File: config.mk
export PLATFORM = sky130hd
export DESIGN_NAME = candidate_angle_sorter
export DESIGN_NICKNAME = d
export VERILOG_FILES = /design/src/rtl/ang_pkg.sv /design/src/rtl/cand_slot.sv /design/src/rtl/candidate_angle_sorter.sv
export SDC_FILE = /design/constraint.sdc
export NUM_CORES = 1
export LEC_CHECK = 0
export BUFFER_PORTS_ARGS = -buffer_cell sky130_fd_sc_hd__buf_2
export CAP_MARGIN = 20
export CORE_MARGIN = 2
export CORE_UTILIZATION = 45
export DETAILED_ROUTE_END_ITERATION = 10
export GPL_TIMING_DRIVEN = 0
export PLACE_DENSITY = 0.71
export SETUP_SLACK_MARGIN = 0.02
export SLEW_MARGIN = 20
export SYNTH_ARGS = -nofsm -noshare
export SYNTH_HDL_FRONTEND = slang
export SYNTH_SLANG_ARGS = --single-unit
File: constraint.sdc
create_clock -name clk -period 3.49 [get_ports clk]
set_clock_uncertainty 0.05 [all_clocks]
set_input_delay 0.1745 -clock clk [delete_from_list [all_inputs] [get_ports clk]]
set_output_delay 0.1745 -clock clk [all_outputs]
set_load 0.01 [all_outputs]
File: src/rtl/ang_pkg.sv
// Shared types and constants for the candidate angle sorter.
// Entries are {theta,phi}; scores stay internal to the slot chain.
package ang_pkg;

  localparam int N_CAND  = 10;
  localparam int ANGLE_W = 12;
  localparam int SCORE_W = 16;
  localparam int ENTRY_W = 2 * ANGLE_W;
  localparam int CNT_W   = 4;

  typedef logic [ENTRY_W-1:0] entry_t;
  typedef logic [SCORE_W-1:0] score_t;

  typedef struct packed {
    logic   valid;
    score_t score;
    entry_t entry;
  } slot_t;

  typedef enum logic [1:0] {
    S_IDLE,
    S_COLLECT,
    S_DONE
  } state_t;

endpackage

File: src/rtl/cand_slot.sv
// One entry of the sorted table: holds, loads the new
// candidate, or takes the entry shifted down from the slot above.
module cand_slot
  import ang_pkg::*;
(
  input  logic  clk,
  input  logic  rst,
  input  logic  i_clr,
  input  logic  i_ins,
  input  logic  i_prev_ge,
  input  slot_t i_prev,
  input  slot_t i_new,
  output slot_t o_slot,
  output logic  o_ge
);

  slot_t r_slot;

  // Equal scores stay ahead, so later arrivals land behind them.
  assign o_ge   = r_slot.valid && (r_slot.score >= i_new.score);
  assign o_slot = r_slot;

  always_ff @(posedge clk) begin
    if (!rst) begin
      r_slot <= '0;
    end else if (i_clr) begin
      r_slot <= '0;
    end else if (i_ins && !o_ge) begin
      r_slot <= i_prev_ge ? i_new : i_prev;
    end
  end

endmodule

File: src/rtl/candidate_angle_sorter.sv
// Keeps the ten best-scoring {theta,phi} candidates of a search,
// sorted by descending score, one insertion per clock.
module candidate_angle_sorter
  import ang_pkg::*;
(
  input  logic                       clk,
  input  logic                       rst,
  input  logic                       start,
  input  logic                       score_rdy,
  input  logic [ANGLE_W-1:0]         theta,
  input  logic [ANGLE_W-1:0]         phi,
  input  logic [SCORE_W-1:0]         score,
  input  logic                       if_last_angle,
  output logic [N_CAND*ENTRY_W-1:0]  candidate_angle_buffer,
  output logic [CNT_W-1:0]           num_valid,
  output logic                       sorted_rdy
);

  state_t           r_state;
  state_t           w_next;
  logic             r_start;
  logic [CNT_W-1:0] r_cnt;
  logic             w_rise;
  logic             w_clr;
  logic             w_ins;
  slot_t            w_new;
  slot_t            w_slot [N_CAND];
  logic             w_ge   [N_CAND];

  assign w_rise = start && !r_start;

  assign w_new.valid = 1'b1;
  assign w_new.score = score;
  assign w_new.entry = {theta, phi};

  always_ff @(posedge clk) begin
    if (!rst) begin
      r_state <= S_IDLE;
      r_start <= 1'b0;
    end else begin
      r_state <= w_next;
      r_start <= start;
    end
  end

  // A start edge wins over any score arriving in the same cycle.
  always_comb begin
    w_next = r_state;
    w_clr  = 1'b0;
    w_ins  = 1'b0;
    if (w_rise) begin
      w_clr  = 1'b1;
      w_next = S_COLLECT;
    end else begin
      unique case (r_state)
        S_COLLECT: begin
          if (score_rdy) begin
            w_ins = 1'b1;
            if (if_last_angle) w_next = S_DONE;
          end
        end
        default: w_next = r_state;
      endcase
    end
  end

  always_ff @(posedge clk) begin
    if (!rst) begin
      r_cnt <= '0;
    end else if (w_clr) begin
      r_cnt <= '0;
    end else if (w_ins && (r_cnt != CNT_W'(N_CAND))) begin
      r_cnt <= r_cnt + 1'b1;
    end
  end

  for (genvar i = 0; i < N_CAND; i++) begin : g_slot
    slot_t w_prev;
    logic  w_prev_ge;
    if (i == 0) begin : g_head
      assign w_prev    = '0;
      assign w_prev_ge = 1'b1;
    end else begin : g_link
      assign w_prev    = w_slot[i-1];
      assign w_prev_ge = w_ge[i-1];
    end
    cand_slot u_slot (
      .clk       (clk),
      .rst       (rst),
      .i_clr     (w_clr),
      .i_ins     (w_ins),
      .i_prev_ge (w_prev_ge),
      .i_prev    (w_prev),
      .i_new     (w_new),
      .o_slot    (w_slot[i]),
      .o_ge      (w_ge[i])
    );
  end

  always_comb begin
    candidate_angle_buffer = '0;
    for (int i = 0; i < N_CAND; i++) begin
      if (w_slot[i].valid)
        candidate_angle_buffer[i*ENTRY_W +: ENTRY_W] = w_slot[i].entry;
    end
  end

  assign num_valid  = r_cnt;
  assign sorted_rdy = (r_state == S_DONE);

endmodule

# [Word-level counts from Yosys, hierarchy flattened]
# Cells that the tools add are included.
[word_totals] elab_cells=116 input_bits=45 out_inout_bits=245 ff_bits=417
[op_classes] bitwise_logic=1 n_eq_ne=3 n_lt_le_gt_ge=10 n_mux=27 reduce_logical=40 add_sub_neg=1
[ops] op="$mux 41" count=9
[ops] op="$mux 24" count=10
[ops] op="$ge 16x16->1" count=10
[ops] op="$logic_and 1x1->1" count=22
[ops] op="$logic_not 1->1" count=11
[ops] op="$mux 1" count=8
[ops] op="$reduce_and 3->1" count=2
[ops] op="$reduce_bool 2->1" count=3
[ops] op="$add 4x1->4 const B" count=1
[ops] op="$ne 4x4->1 const B" count=1
[ops] op="$reduce_or 2->1" count=2
[ops] op="$eq 2x1->1 const B" count=1
[ops] op="$eq 2x2->1 const B" count=1
[ops] op="$not 1->1" count=1

# [Depth between registers and ports, before layout]
[depth] word_depth=4 mapped_depth=12 ltp_nobuf=9

# [Cells and area by module]
# Synthesis repeated with hierarchy kept, for this count alone.
[unflattened] cells_unflattened=2808 area_unflattened_um2=27128.5
[modules_own_cells] mod="cand_slot (g_slot[0].u_slot ...)" seq_area_each_um2=820.8 cells_each=250 area_per_inst_um2=2491.1 instances=9
[modules_own_cells] mod="cand_slot (g_slot[9].u_slot)" seq_area_each_um2=820.8 cells_each=256 area_per_inst_um2=2752.6 instances=1
[modules_own_cells] mod="candidate_angle_sorter" seq_area_each_um2=140.1 cells_each=302 area_per_inst_um2=1955.6 instances=1

# [Worst setup path after synthesis]
# Ideal clock, no wire load.
[synth_path] kind="in2reg" from="input score[13]" to="register g_slot[1].u_slot.r_slot, in the netlist g_slot[1].u_slot.o_slot[0]" setup_ns=0.133 arrival_ns=2.649 setup_slack_ns=0.659 required_time_ns=3.307 stages=12 path_buffers=3 path_cell_list="clkbuf_1 > inv_1 > ha_1 > nand4_1 > or3_1 > nor4_2 > o41ai_4 > and2_1 > buf_4 > buf_2 > o21ai_1 > a21oi_1"
[synth_via] elab_chain_cells=4 elab_cells_between_ends=7 cone_classes="order compare (2); mux (1); reduce/logical (4)"
[synth_lines] item="start: declaration" line_no="candidate_angle_sorter.sv:12" text="input logic [SCORE_W-1:0] score,"
[synth_lines] item="$ge 16x16->1" line_no="cand_slot.sv:20" text="assign o_ge = r_slot.valid && (r_slot.score >= i_new.score);"
[synth_lines] item="$logic_and 1x1->1" line_no="cand_slot.sv:20"
[synth_lines] item="$logic_not 1->1" line_no="cand_slot.sv:28" text="end else if (i_ins && !o_ge) begin"
[synth_lines] item="$logic_and 1x1->1" line_no="cand_slot.sv:28"
[synth_lines] item="end signal: assignment" line_no="cand_slot.sv:29" text="r_slot <= i_prev_ge ? i_new : i_prev;"
[synth_lines] item="end: declaration" line_no="cand_slot.sv:17" text="slot_t r_slot;"
# Parallel ways exist; a longest one is shown, timed or not.
# A chain may end at the register's enable or synchronous reset.

# [Worst setup path in the final report]
[layout_path] from="input score[12]" to="register g_slot[0].u_slot.r_slot, in the netlist g_slot[0].u_slot.o_slot[11]"
[layout_via] elab_chain_cells=4
[layout_lines] item="$ge 16x16->1" line_no="cand_slot.sv:20"
[layout_lines] item="$logic_and 1x1->1" line_no="cand_slot.sv:20"
[layout_lines] item="$logic_not 1->1" line_no="cand_slot.sv:28"
[layout_lines] item="$logic_and 1x1->1" line_no="cand_slot.sv:28"
[layout_lines] item="end signal: assignment" line_no="cand_slot.sv:29"
[layout_lines] item="end: declaration" line_no="cand_slot.sv:17"
# No other way between the ends.

==> summary.md <==
| Metric | Value |
|---|---|
| Final hold violation count | `0` |
| Die ar. | `0.0516 mm^2` |
| CP endpoint kind | `flip-flop` |
| Fin crit share | `between 90% and 100%` |
| Level count of the clock H-tree | `2` |
| Crit path DAT | `~3800 ps` |
| Final WS setup | `between 100 and 150 ps` |
| DRC Markers | `0` |
| Core Rows | `81` |
| Share of cells above drive strength 1 | `13.6%` |
| GR Util met2 | `between 40% and 50%` |
| Detailed Route Iter0 Violations | `about 2.0k` |
| WS Path Type | `input port to flip-flop` |
| Slew Viols, Final | `0` |
| CTS tree | `built` |
| Routability cong. | `just over 0.9` |
| Pwr/cell area | `~410 mW/mm^2` |
| Dpl hpwl | `between 50 and 60 mm` |
| Post-Layout Inst Area | `roughly 0.026 mm^2` |
| Worst vdd ir | `between 0.0003 and 0.0004 V` |
| Via count | `21.2k` |
| CTS root buf | `clkbuf_16` |
| Commonest non-fill, non-tap cell in the layout | `a21oi_1` |
| Initial Util | `45.7%` |
| Fin crit period | `approximately 3400 ps` |
| RSZ-0062 raised after global routing | `no` |
| CP max FO | `10` |
| Max clock buf depth | `3` |
| Grt total ovfl | `0` |
| Buffers on Ports | `250` |
| Clock sinks | `roughly 420` |
| Drt wl/cell | `between 20 and 25 um` |
| Fmax achieved | `approximately 0.3 GHz` |
| Distinct cells, synth | `49` |
| Post-Route Setup TNS | `0 ps` |
| Post-synth top flop | `dfxtp_1` |
| Total wire length | `around 75 mm` |
| Fraction of registers with async set/reset | `0%` |
| Routing usage on met3 | `4.78%` |
| Syn Inst Count | `approximately 2.7k` |
| Remaining antenna violation count after routing | `0` |
| Post-synthesis sequential area ratio | `a little under two fifths` |
| Worst skew pair latency | `~570 ps` |
| CTS Buf Count | `between 40 and 50` |
| Synth Register Bits | `roughly 420` |
| Number of global-route vias before repair | `between 20k and 25k` |
| Maximum Capacitance Violations | `0` |
| Worst Tran Pin Value | `around 1100 ps` |
| Chip height | `between 200 and 250 um` |
| GRT Total Usage | `27.8%` |
| Horiz. Die Dim | `227 um` |
| Clock transition at path regs | `~60 ps` |
| Final #Nets | `between 3k and 4k` |
| Hold WS | `approximately 76 ps` |
| Max-slew headroom | `between 20 and 30%` |
| Pin count of the biggest net entering global routing | `14` |
| Post-Syn Nets | `around 2.9k` |
| Pre-CTS setup slack | `-675 ps` |
| Number of synthesized flops with an enable pin | `0` |
| Grt peak-use layer | `met2` |
| Initial antenna violation count | `6` |
| Yosys warning count | `0` |
| IO Pins | `a little under 300` |
| Worst EP required | `slightly below 4000 ps` |
| Met1 Use GR | `37.5%` |
| Crit path launch type | `input port` |
| Routed vias/inst | `5.76` |
| Cell area after synthesis | `roughly 0.022 mm^2` |
| First-pass GRT wire length | `112 mm` |
| Placeable Area | `~0.049 mm^2` |
| Leakage Power | `12.1 nW` |
| Fillers | `4674` |
| Cell Area, Placed | `0.0245 mm^2` |
| Final setup vio count | `0` |
| Area Growth Syn to Fin | `17.3%` |
| Most frequent cells in the layout | `a21oi_1 (425), dfxtp_1 (417), mux2i_1 (301), buf_2 (286), and2_1 (250)` |
| Syn avg cell area | `approximately 8.4 um^2` |
| DRT Pass-1 Iters | `5` |
| Hold WC Path Type | `input port to flip-flop` |
| Status | `complete, no violations` |
critical path: stages:
cell and delay [ps]:
clkbuf_1 600, clkinvlp_4 200, buf_4 230, ha_1 290
nand4_1 140, nor3_1 360, or4b_1 470, a31o_1 220
clkbuf_1 260, nand2_1 280, buf_2 270, nand2_1 80
a21oi_1 170
cell families after synthesis:
logic type	count (synthesis)	share of synthesized area, %
adder cells (fa/ha/maj)	162	9.04
multiplexers	301	13.4
AO/OA/AOI/OAI	914	21.5
buffers and inverters	280	5.06
flip-flops	417	37.2
XOR/XNOR	3	0.117
AND/OR/NAND/NOR	585	13.6
registers in the layout, summed over array words and instances (netlist names):
signal                cells
r_state                   2
num_valid                 4
r_start                   1
g_slot.u_slot.o_slot    410
layer usage:
layer,up-vias,part of all wire (%)
met3,161,8.5
met1,10000,43
met2,914,45
met5,-,0.064
met4,8,3.1
li1,10100,-
what timing repair did:
item | 4_1_cts | 5_1_grt
endpoints found under the setup margin | 123 | 327
gates resized for setup | 3 | 17
endpoints found under the hold margin | 3 | 0
hold buffers | 4 | 0
setup buffers | 4 | 20
gates cloned | 0 | 0
final cells by class:
class                      count  area (um^2)  share of cell area (%)
multi-input combinational   1965        12900                    49.2
sequential                   417         8350                    31.7
timing repair buffer         278         1480                    5.64
clock buffer                  72         1390                    5.28
buffer                       245         1010                    3.83
tap                          664          831                    3.16
inverter                      35          165                   0.628
clock inverter                 7          121                   0.462
antenna                        2         5.00                  0.0190
path summary, 6_finish.rpt:
kind | to | cells past startpoint | start | slack, ps
worst max-delay path | g_slot[0].u_slot.o_slot[11] | 13 | score[12] | 130
worst min-delay path | g_slot[0].u_slot.o_slot[38] | 3 | score[14] | 80
worst max register to register | g_slot[8].u_slot.o_slot[34] | 8 | r_state[1] | 220
worst min register to register | g_slot[0].u_slot.o_slot[24] | 2 | g_slot[0].u_slot.o_slot[24] | 410
cell usage after synthesis, drive strengths merged (4+ instances only):
cell	n	share of area, %
a21oi	427	9.5
dfxtp	417	37
o21ai	397	8.9
mux2i	301	13
and2	250	7.0
clkbuf	186	3.1
nand2	171	2.9
ha	162	9.0
buf	59	1.4
nor2	55	0.92
a31oi	44	1.2
nand3	44	0.98
inv	35	0.59
nand4	17	0.47
nor3	17	0.38
a211oi	14	0.47
nand2b	11	0.31
a2111oi	6	0.26
nor4	6	0.20
o21a	6	0.20
nor2b	4	0.11
through the flow:
step / utilization (%) / std cells / total power [W]
2_1_floorplan: - / 2662 / 0.00567
3_3_place_gp: 49.9 / 3576 / 0.00597
3_5_place_dp: 49.9 / 3576 / 0.00601
4_1_cts: 53.2 / 3663 / 0.0108
5_1_grt: 53.6 / 3685 / 0.0112
6_report: 53.6 / 3685 / 0.0109
power by group:
group / internal [W] / leakage (nW) / switching, W
registers: 0.00489 / 3.38 / 0.000107
logic: 0.000306 / 7.97 / 0.000669
clock network: 0.00293 / 0.743 / 0.00196
No activity file was read; power rests on OpenSTA's default activity.
